### src/rtl/queue_pkg.sv
// Shared definitions for the bank queue system: counter, wait-time LUT and dispatcher.
package queue_pkg;

  localparam int unsigned MAX_QUEUE    = 7;
  localparam int unsigned MAX_TELLERS  = 3;
  localparam int unsigned P_COUNT_W    = 3;
  localparam int unsigned T_COUNT_W    = 2;
  localparam int unsigned TELLER_IDX_W = 2;

  typedef enum logic [1:0] {
    IDLE,
    SELECT,
    CALL
  } disp_state_t;

  // Next round-robin start position after idx, wrapping at n.
  function automatic logic [TELLER_IDX_W-1:0] rr_advance(
    input logic [TELLER_IDX_W-1:0] idx,
    input int unsigned             n
  );
    return ((32'(idx) + 32'd1) >= n) ? '0 : idx + TELLER_IDX_W'(1);
  endfunction

endpackage

### src/rtl/rr_arbiter.sv
// Combinational round-robin picker: first eligible teller at or after i_rr_ptr, wrapping.
module rr_arbiter
  import queue_pkg::*;
#(
  parameter int unsigned N = 3
) (
  input  logic [N-1:0]            i_eligible,
  input  logic [TELLER_IDX_W-1:0] i_rr_ptr,
  output logic [TELLER_IDX_W-1:0] o_grant,
  output logic                    o_found
);

  logic [2*N-1:0]          w_dbl;
  logic [N-1:0]            w_rot;
  logic [TELLER_IDX_W-1:0] w_off;
  int unsigned             w_sum;

  // Rotate so bit 0 is the teller at rr_ptr; a plain priority scan then gives round-robin order.
  assign w_dbl = {i_eligible, i_eligible} >> i_rr_ptr;
  assign w_rot = w_dbl[N-1:0];

  // Find the lowest set bit of the rotated vector and map the offset back to a teller index.
  always_comb begin
    o_found = 1'b0;
    w_off   = '0;
    for (int unsigned k = 0; k < N; k++) begin
      if (!o_found && w_rot[k]) begin
        o_found = 1'b1;
        w_off   = TELLER_IDX_W'(k);
      end
    end
    w_sum   = 32'(i_rr_ptr) + 32'(w_off);
    o_grant = TELLER_IDX_W'((w_sum >= N) ? (w_sum - N) : w_sum);
  end

endmodule

### src/rtl/teller_dispatcher.sv
// Dispatcher: picks a free open teller round-robin, calls the front customer and
// waits for the front sensor (served) or a timeout (no-show).
module teller_dispatcher
  import queue_pkg::*;
#(
  parameter int unsigned N_TELLERS    = 3,
  parameter int unsigned CALL_TIMEOUT = 15,
  parameter int unsigned TOT_W        = 8
) (
  input  logic                    clk,
  input  logic                    reset,
  input  logic [P_COUNT_W-1:0]    p_count,
  input  logic [T_COUNT_W-1:0]    t_count,
  input  logic                    taken,
  input  logic [N_TELLERS-1:0]    teller_done,
  output logic                    call_valid,
  output logic [TELLER_IDX_W-1:0] call_teller,
  output logic                    served,
  output logic                    no_show,
  output logic [N_TELLERS-1:0]    busy,
  output logic [TOT_W-1:0]        served_total
);

  localparam int unsigned TMR_W = (CALL_TIMEOUT > 2) ? $clog2(CALL_TIMEOUT) : 1;

  disp_state_t             r_state, w_state_nxt;
  logic [N_TELLERS-1:0]    r_busy, w_busy_nxt, w_elig;
  logic [TELLER_IDX_W-1:0] r_grant, r_rr_ptr, r_call_teller, w_arb_grant;
  logic [TMR_W-1:0]        r_timer;
  logic [TOT_W-1:0]        r_total;
  logic                    r_served, r_no_show, r_call_valid;
  logic                    w_found, w_timer_exp, w_accept, w_timeout, w_abort;

  // Teller i may be called when it is open (i < t_count) and not already serving.
  always_comb begin
    w_elig = '0;
    for (int unsigned i = 0; i < N_TELLERS; i++) begin
      w_elig[i] = (i < 32'(t_count)) && !r_busy[i];
    end
  end

  rr_arbiter #(.N(N_TELLERS)) u_arb (
    .i_eligible (w_elig),
    .i_rr_ptr   (r_rr_ptr),
    .o_grant    (w_arb_grant),
    .o_found    (w_found)
  );

  assign w_timer_exp = (r_timer == TMR_W'(CALL_TIMEOUT - 1));

  // State register.
  always_ff @(posedge clk or posedge reset) begin
    if (reset) r_state <= IDLE;
    else       r_state <= w_state_nxt;
  end

  // Next-state logic; CALL exits on any of accept/timeout/abort.
  always_comb begin
    w_state_nxt = r_state;
    unique case (r_state)
      IDLE:    if ((p_count != '0) && w_found) w_state_nxt = SELECT;
      SELECT:  w_state_nxt = w_found ? CALL : IDLE;
      CALL:    if (w_accept || w_timeout || w_abort) w_state_nxt = IDLE;
      default: w_state_nxt = IDLE;
    endcase
  end

  // CALL outcome decode with priority taken > timeout > abort.
  always_comb begin
    w_accept   = (r_state == CALL) && taken;
    w_timeout  = (r_state == CALL) && !taken && w_timer_exp;
    w_abort    = (r_state == CALL) && !taken && !w_timer_exp &&
                 ((r_grant >= t_count) || (p_count == '0));
    w_busy_nxt = (r_busy & ~teller_done) |
                 (w_accept ? (N_TELLERS'(1) << r_grant) : '0);
  end

  // Datapath and registered outputs.
  always_ff @(posedge clk or posedge reset) begin
    if (reset) begin
      r_busy        <= '0;
      r_grant       <= '0;
      r_rr_ptr      <= '0;
      r_timer       <= '0;
      r_total       <= '0;
      r_served      <= 1'b0;
      r_no_show     <= 1'b0;
      r_call_valid  <= 1'b0;
      r_call_teller <= '0;
    end else begin
      r_busy    <= w_busy_nxt;
      r_served  <= w_accept;
      r_no_show <= w_timeout;
      if ((r_state == SELECT) && w_found) r_grant <= w_arb_grant;
      if ((r_state == CALL) && (w_state_nxt == CALL)) r_timer <= r_timer + TMR_W'(1);
      else                                            r_timer <= '0;
      if (w_accept || w_timeout) r_rr_ptr <= rr_advance(r_grant, N_TELLERS);
      if (w_accept) r_total <= r_total + TOT_W'(1);
      r_call_valid <= (w_state_nxt == CALL);
      // The grant register is loaded on the same edge CALL is entered, so take the arbiter value then.
      if (w_state_nxt == CALL) r_call_teller <= (r_state == SELECT) ? w_arb_grant : r_grant;
      else                     r_call_teller <= '0;
    end
  end

  assign call_valid   = r_call_valid;
  assign call_teller  = r_call_teller;
  assign served       = r_served;
  assign no_show      = r_no_show;
  assign busy         = r_busy;
  assign served_total = r_total;

endmodule
### config.mk
export PLATFORM = sky130hd
export DESIGN_NAME = teller_dispatcher
export DESIGN_NICKNAME = d
export VERILOG_FILES = /design/src/rtl/queue_pkg.sv /design/src/rtl/rr_arbiter.sv /design/src/rtl/teller_dispatcher.sv
export SDC_FILE = /design/constraint.sdc
export NUM_CORES = 1
export LEC_CHECK = 0
export ABC_CLOCK_PERIOD_IN_PS = 5800
export BUFFER_PORTS_ARGS = -buffer_cell sky130_fd_sc_hd__buf_2
export CAP_MARGIN = 20
export CORE_ASPECT_RATIO = 1.25
export CORE_MARGIN = 2
export CORE_UTILIZATION = 50
export DETAILED_ROUTE_END_ITERATION = 7
export HOLD_SLACK_MARGIN = 0.08
export PLACE_DENSITY = 0.74
export RECOVER_POWER = 100
export SLEW_MARGIN = 20
export SYNTH_ARGS = -nofsm -noshare
export SYNTH_HDL_FRONTEND = slang
export SYNTH_SLANG_ARGS = --single-unit
### constraint.sdc
create_clock -name clk -period 5.8 [get_ports clk]
set_input_delay 0.29 -clock clk [delete_from_list [all_inputs] [get_ports clk]]
set_output_delay 0.29 -clock clk [all_outputs]
set_load 0.05 [all_outputs]
# Word-level counts from Yosys, hierarchy flattened
# Cells that the tools add are included.
classes:
  add_sub_neg: 6
  n_lt_le_gt_ge: 6
  eq_ne: 4
  shifts: 2
  muxes: 15
  bitwise: 3
  n_reduce_logical: 26
ops:
  columns: ["cell", "count"]
  rows:
  - ["2-to-1 mux 2 bit", 8]
  - ["logical AND 1 bit", 13]
  - ["adder 8 x 1 -> 8 bit (second input constant)", 1]
  - ["logical NOT 1 bit", 7]
  - ["greater-or-equal comparator 3 x 2 -> 1 bit (second input constant)", 2]
  - ["case mux 2 bit (3 select lines)", 1]
  - ["right shift 6 x 2 -> 3 bit", 1]
  - ["adder 4 x 1 -> 4 bit (second input constant)", 1]
  - ["== test 2 bit (second input constant)", 2]
  - ["== test 4 bit (second input constant)", 1]
  - ["less-than comparator 1 x 2 -> 1 bit (first input constant)", 2]
  - ["2-to-1 mux 1 bit", 4]
  - ["2-to-1 mux 4 bit", 1]
  - ["adder 2 x 1 -> 3 bit (second input constant)", 1]
  - ["adder 2 x 2 -> 3 bit", 1]
  - ["AND 3 bit", 1]
  - ["logical NOT 3 bit", 1]
  - ["logical OR 1 bit", 3]
  - ["2-to-1 mux 3 bit", 1]
  - ["inverter 3 bit", 1]
  - ["bitwise OR 3 bit", 1]
  - ["nonzero test 3 bit", 1]
  - ["left shift 1 x 2 -> 3 bit (first input constant)", 1]
  - ["adder 2 x 1 -> 2 bit (second input constant)", 1]
  - ["5 further kinds", 5]
totals:
  regBits: 26
  word_cells: 72

# Logic depth before layout (Yosys ltp)
# Gate-level depths: netlist of run 1.
depth:
  depth_word: 16
  depth_mapped: 13
  mapped_depth_nobuf: 13

# Modules after synthesis
# From an unflattened synthesis of run 1, not the netlist that was laid out.
unflattened:
  hier_cells: 126
  area_unflattened_um2: 1325.0
modules_own_cells:
  columns: ["mod", "n_inst", "cells_per_inst", "area_each_um2", "seq_area_each_um2"]
  rows:
  - ["teller_dispatcher", 1, 104, 1156.1, 650.6]
  - ["rr_arbiter", 1, 22, 168.9, 0.0]

# Worst setup path after synthesis of run 1
# No wires, ideal clock.
synth_timing:
  path_kind: "register to register"
  startpoint: "register r_busy[0] (netlist: busy[0])"
  endpoint: "register r_grant[0]"
  setup_ns: 0.125
  arrival_time_ns: 2.833
  required_time_ns: 5.675
  slack_ns: 2.843
  path_stages_with_launch: 12
  path_buffers: 0
  synth_period_minus_slack_ns: 2.957
  cell_sequence: "dfrtp_1 -> o21ba_2 -> or3_1 -> a31oi_1 -> ha_1 -> inv_1 -> fa_1 -> inv_1 -> ha_1 -> nor3b_1 -> a21oi_1 -> mux2_2"
synth_via:
  elab_chain_len: 13
  word_cells_on_any_way: 17
  classes_between: "2 x add/sub; 1 x order compare; 1 x shift; 6 x mux; 7 x reduce/logical"
synth_rtl:
  columns: ["element", "line_no", "source"]
  rows:
  - ["start, declared", "teller_dispatcher.sv:27", "logic [N_TELLERS-1:0] r_busy, w_busy_nxt, w_elig;"]
  - ["start signal, assigned", "teller_dispatcher.sv:91", "r_busy <= w_busy_nxt;"]
  - ["logical NOT 1 bit *", "teller_dispatcher.sv:38", "w_elig[i] = (i < 32'(t_count)) && !r_busy[i];"]
  - ["logical AND 1 bit *", "teller_dispatcher.sv:38", null]
  - ["right shift 6 x 2 -> 3 bit *", "rr_arbiter.sv:19", "assign w_dbl = {i_eligible, i_eligible} >> i_rr_ptr;"]
  - ["2-to-1 mux 1 bit", "rr_arbiter.sv:27", "if (!o_found && w_rot[k]) begin"]
  - ["logical NOT 1 bit", "rr_arbiter.sv:27", null]
  - ["logical AND 1 bit", "rr_arbiter.sv:27", null]
  - ["2-to-1 mux 1 bit", "rr_arbiter.sv:27", null]
  - ["logical NOT 1 bit", "rr_arbiter.sv:27", null]
  - ["logical AND 1 bit", "rr_arbiter.sv:27", null]
  - ["2-to-1 mux 2 bit", "rr_arbiter.sv:27", null]
  - ["adder 2 x 2 -> 3 bit", "rr_arbiter.sv:32", "w_sum = 32'(i_rr_ptr) + 32'(w_off);"]
  - ["greater-or-equal comparator 3 x 2 -> 1 bit or subtractor 2 bit (tied branches)", "rr_arbiter.sv:33", "o_grant = TELLER_IDX_W'((w_sum >= N) ? (w_sum - N) : w_sum);"]
  - ["2-to-1 mux 2 bit", "rr_arbiter.sv:33", null]
  - ["end signal, assigned", "teller_dispatcher.sv:94", "if ((r_state == SELECT) && w_found) r_grant <= w_arb_grant;"]
  - ["end, declared", "teller_dispatcher.sv:28", "logic [TELLER_IDX_W-1:0] r_grant, r_rr_ptr, r_call_teller, w_arb_grant;"]
# Mark *: on every way between the ends. The rest lies on a longest branch, timed or not.
# A chain may end at the register's enable or synchronous reset.

# Worst setup path in the final report of run 1
layout_timing:
  startpoint: "register r_busy[2] (netlist: busy[2])"
  endpoint: "register r_grant[0]"
# Same word-level chain as after synthesis.

==> impl_metrics.yaml, run 1 <==
floorplan:
  num_rows: 20
  dieWidth_um: 50.2
  core_um2: 2480
  start_util_pct: 53.7
  io-pin-count: 27
  die-area_um2: 3090
  die_h_um: 61.7
synth:
  yosys.cell_types.count: 38
  seq_area_frac_synth_pct: 48.9
  synth_fp_nets: 147
  synth_async_sr_flop_share_pct: 100
  ys_ff_latch: 26
  synth.avg_cell_area_um2: 10.4
  synth_top_area_cell: "dfrtp_1"
  synthFlopType: "dfrtp_1"
  netlist_top_cells_area: "dfrtp_1 (49%), ha_1 (6.6%), xnor2_1 (5.3%)"
  yosysWarnings: 0
  synth_top_area_share_pct: 48.9
  syn_area_um2: 1330
  synth-edff-count: 0
  synthCells: 128
global_routing:
  grt_max_degree: 27
  grt-ovfl-total: 0
  grt_use_total_pct: 17.7
  grt_pass1_wl_mm: 4.20
  antenna_found_initial: 0
  grt_pass1_vias: 992
final_layout:
  antenna_cells: 0
  area_growth_pct: 12.2
  postLayoutCoreUtil_pct: 60.3
  nNetsFinal: 177
  drive_above_1_share_pct: 14.0
sta:
  setup-tns-final_ps: 0
  hold_viol_final: 0
  clock_skew_ps: 3.13
  slew_violations: 0
  finalCritPeriodShare_pct: 49.5
  tightest_slew_ps: 909
  slew_headroom_pct: 39.1
  fmax_mhz: 348
  grt_setup_unrepaired: "no"
  setup_ws_ps: 2930
  finalSetupViolations: 0
  layout_min_cycle_time_ps: 2870
flow_run:
  max_cap_viol_count: 0
routing:
  ant_nets: 0
  via_per_inst: 5.28
  drc_errors: 0
  vias: 1003
  wirelength_mm: 2.44
  drt_iter0_drc: 23
  wl_per_cell_um: 12.8
  dr.pass1.iters: 4
cts:
  clkTransAtPathRegs_ps: 130
  numClockSinks: 26
  post_cts_resized: 0
  hold_buffers: 0
  cts_root_buf: "clkbuf_4"
  postCtsSetupBuffers: 0
  htreeDepth: 1
  numCtsBuffers: 3
  clk_path_buf_depth: 2
  cts_tree: "yes"
  clock_latency_ps: 310
power_and_ir_drop:
  peakVddDrop_mv: 0.257
  cellLeakagePower_nw: 0.689
  powerDensity_nw_per_um2: 481
setup_path:
  startpoint_type: "flop"
  cp-end-kind: "flop"
  cp_data_required_time_ps: 6010
  critPathMaxFanout: 5
  critical_path_arrival_ps: 3080
  critPathKind: "flop to flop"
place:
  port_buffers: 26
  gp_congestion: 0.789
  dp_slack_ps: 2950
  place_hpwl_mm: 1.91
status:
  status: "completed"
min_path:
  min_path_type: "input port to async pin"
-- cell usage after synthesis, drive strengths merged, types with 4 or more instances --
cell type   n
nor2        8
nand2      10
ha          7
nand3       5
dfrtp      26
nor3        5
xnor2       8
nand2b      4
a21oi       8
inv        12
-- per-stage QoR --
stage | cells | instance area (um2) | power [mW] | hold WS, ps
after floorplan | 128 | 1330 | 0.567 | 330
after global placement | 186 | 1490 | 0.633 | 452
after detailed placement | 186 | 1490 | 0.647 | 456
after CTS | 190 | 1530 | 0.735 | 139
after global routing | 190 | 1490 | 0.782 | 91.3
final | 190 | 1490 | 0.718 | 43.5
-- routing by layer --
layer  GRT usage [%]  share of wire (%)
met3            1.44                2.7
met1            22.0                 46
met5               0                  0
met4            5.95               0.62
met2            33.1                 51
-- placed cells by master, fill, tap and decap left out, types with 2 or more instances in the layout --
cell,synthesis,layout
or3_1,2,2
ha_1,7,7
nor4_1,2,2
nor2_1,8,8
clkbuf_4,0,3
and3_1,1,2
xnor2_1,8,8
buf_2,0,10
nand2_1,10,10
mux2_2,3,3
o21ai_0,2,2
dfrtp_1,26,26
nand3_1,5,5
clkbuf_1,0,16
nand2b_1,3,3
a311oi_1,2,2
inv_1,12,11
a21oi_1,8,8
nand3b_1,2,2
nor3_1,5,5
nand4_1,2,2
-- worst paths after layout --
kind / end / start / cells past startpoint / slack, ps
hold / removal: served_total[6]$_DFFE_PP0P_ / reset / 2 / 40
max in group asynchronous: busy[0]$_DFF_PP0_ / reset / 2 / 5340
setup reg to reg: r_grant[0]$_DFFE_PP0P_ / busy[2]$_DFF_PP0_ / 11 / 2930
setup / recovery: r_grant[0]$_DFFE_PP0P_ / busy[2]$_DFF_PP0_ / 11 / 2930
min in group clk: busy[1]$_DFF_PP0_ / teller_done[1] / 2 / 150
hold reg to reg: r_state[0]$_DFF_PP0_ / r_state[0]$_DFF_PP0_ / 1 / 460
-- registers in the layout, indices dropped and copies added, names as in the netlist --
| signal | count |
|---|---|
| served_total | 8 |
| r_timer | 4 |
| busy | 3 |
| call_teller | 2 |
| r_grant | 2 |
| r_rr_ptr | 2 |
| r_state | 2 |
| call_valid | 1 |
| no_show | 1 |
| served | 1 |
-- worst max-delay path, stage by stage (launching register included) --
cell and delay (ps):
dfrtp_1 440, nand3b_1 260, or3_1 380, a31oi_1 170, ha_1 160, inv_1 50, fa_1 500, inv_1 50
ha_1 180, nor3b_1 240, a21oi_1 90, mux2_2 270
-- power by group --
part | total (mW) | internal, mW | switching [mW]
registers | 0.275 | 0.228 | 0.0467
clock network | 0.0884 | 0.0383 | 0.0502
logic | 0.355 | 0.121 | 0.234
total | 0.718 | 0.387 | 0.331
-- cells by family (layout without fill, tap and decap cells) --
kind of cell               after synthesis  count (layout)  share of synthesized area (%)
AOI/OAI and AO/OA                       19              19                           8.93
and+or+nand+nor                         48              48                           20.0
buffers and inverters                   14              43                           4.89
xor gates and xnor gates                 9               9                           5.92
muxes                                    4               4                           3.29
DFF                                     26              26                           48.9
adders and majority gates                8               8                           8.08
-- cell type report --
cell class	instances	area [um2]
sequential	26	651
multi-input combinational	88	606
fill	217	983
tap	33	41.3
inverter	13	50.0
clock buffer	4	36.3
timing repair buffer	26	110
Note: power is estimated with default switching activity, not from simulation.
==> run 2, diff against run 1 <==
ABC_CLOCK_PERIOD_IN_PS = 2600   (was 5800)
CORE_UTILIZATION = 48   (was 50)
clock period = 2.6 ns   (was 5.8 ns; I/O delays follow)
==> impl_metrics.yaml, run 2 (synthesis gave the netlist of run 1 again) <==
power_and_ir_drop:
  cellLeakagePower_nw: 0.760
  internal-power_mw: 0.911
  seqPwrFrac_pct: 36.0
  peakVddDrop_mv: 0.593
  combPwrFrac_pct: 54.0
  p_sw_share_pct: 45.9
  powerDensity_nw_per_um2: 1020
  pwr-share-clk_pct: 10.1
  power_mw: 1.68
  p_sw_mw: 0.773
sta:
  tightest_slew_ps: 920
  finalCritPeriodShare_pct: 106
  clock_skew_ps: 10.7
  slew_violations: 0
  finalSetupViolations: 4
  hold_viol_final: 0
  fmax_mhz: 363
  slew_headroom_pct: 38.3
  grt_setup_unrepaired: "yes"
  layout_min_cycle_time_ps: 2760
  setup_ws_ps: -157
final_layout:
  nNetsFinal: 193
  drive_above_1_share_pct: 23.1
  final_cells: 207
  largest_reg_flops: 8
  antenna_cells: 0
  layout.cells.most_common_list: "dfrtp_1 (23), clkbuf_1 (16), inv_1 (11), buf_2 (11), buf_4 (11)"
  area_growth_pct: 23.6
  final_common_cell: "dfrtp_1"
  nFillCells: 247
floorplan:
  start_util_pct: 50.2
  io-pin-count: 27
  die-area_um2: 3210
  die_h_um: 62.9
  num_rows: 21
  dieWidth_um: 51.1
  core_um2: 2650
routing:
  ant_nets: 0
  drc_errors: 0
  vias: 1084
  dr.pass1.iters: 4
  via_per_inst: 5.24
  drt_iter0_drc: 26
  wl_per_cell_um: 13.0
  wirelength_mm: 2.70
setup_path:
  cp_data_required_time_ps: 2800
  critPathMaxFanout: 4
  critical_path_arrival_ps: 2960
  cp-end-kind: "flop"
  startpoint_type: "flop"
  critPathKind: "flop to flop"
flow_run:
  max_cap_viol_count: 0
place:
  gp_congestion: 0.836
  place_inst: 196
  dp_slack_ps: -128
  place_hpwl_mm: 2.09
  port_buffers: 26
global_routing:
  antenna_found_initial: 0
  grt_max_degree: 27
  grt_pass1_vias: 1129
  grt_use_total_pct: 19.6
  grt_pass1_wl_mm: 4.87
  grt-ovfl-total: 0
cts:
  cts_tree: "yes"
  numClockSinks: 26
  htreeDepth: 1
  numCtsBuffers: 3
  clk_path_buf_depth: 2
  clock_latency_ps: 310
  clkTransAtPathRegs_ps: 140
  cts_root_buf: "clkbuf_4"
status:
  status: "finished with violations"
  violations: "setup timing"
min_path:
  min_path_type: "input port to flop"
run 2: cell count changes in the layout (fill, tap and decap cells not counted), moves of 2 or more:
cell / delta
buf_4: +11
dlygate4sd3_1: +5
dfrtp_1: -3
dfrtp_2: +3
ha_1: -2
ha_2: +2
run 2: per-stage QoR:
step           area, um2  hold slack [ps]  setup TNS (ps)  utilization [%]
6_report            1650              238            -465             62.0
5_1_grt             1650              185           -1150             62.0
4_1_cts             1670              197            -453             63.0
3_5_place_dp        1580              320            -397             59.5
3_3_place_gp        1580              314            -156             59.5
2_1_floorplan       1350              170            -578                -
run 2: critical path: stages (launching register included):
cell	delay [ps]
dfrtp_2	420
nand3b_1	200
or2_2	310
nor4_1	250
a311oi_1	120
fa_1	550
inv_1	50
ha_2	170
nand3b_1	170
o21a_1	150
mux2_2	270
run 2: area by class of cell:
cell class | count | area (um2) | share of cell area [%]
repair buffers | 42 | 244 | 14.8
well taps | 34 | 42.5 | 2.59
clock buffers | 4 | 26.3 | 1.60
flip-flops and latches | 26 | 654 | 39.8
inverters | 13 | 50.0 | 3.04
multi-input cells | 88 | 628 | 38.2
run 2: power by group through the flow:
stage | Combinational [mW] | Clock, mW | Sequential [mW]
after floorplan | 0.486 | 0 | 0.808
after global placement | 0.885 | 0 | 0.609
after detailed placement | 0.905 | 0 | 0.618
after CTS | 0.924 | 0.176 | 0.608
after global routing | 1.02 | 0.200 | 0.622
final | 0.909 | 0.170 | 0.605
run 2: layer usage:
metal	routed length, um	global-route usage [%]	vias to the layer above
met5	0	0	-
met4	42	8.11	0
met3	111	1.67	8
met2	1360	33.6	30
met1	1180	24.9	516
li1	-	-	530
run 2: path summary, 6_finish.rpt:
check	startpoint	end	slack [ps]	cells after the start
setup / recovery	busy[2]$_DFF_PP0_	r_grant[1]$_DFFE_PP0P_	-160	10
hold / removal	p_count[2]	r_state[0]$_DFF_PP0_	240	3
setup reg to reg	busy[2]$_DFF_PP0_	r_grant[1]$_DFFE_PP0P_	-160	10
hold reg to reg	r_state[0]$_DFF_PP0_	r_state[0]$_DFF_PP0_	470	1
max in group asynchronous	reset	busy[1]$_DFF_PP0_	1710	3
min in group asynchronous	reset	busy[2]$_DFF_PP0_	440	3
run 2: what timing repair did:
action,CTS,global route
endpoints found under the setup margin,4,4
endpoints found under the hold margin,30,0
resized for setup,0,1
hold buffers,5,0
buffers inserted,2,0
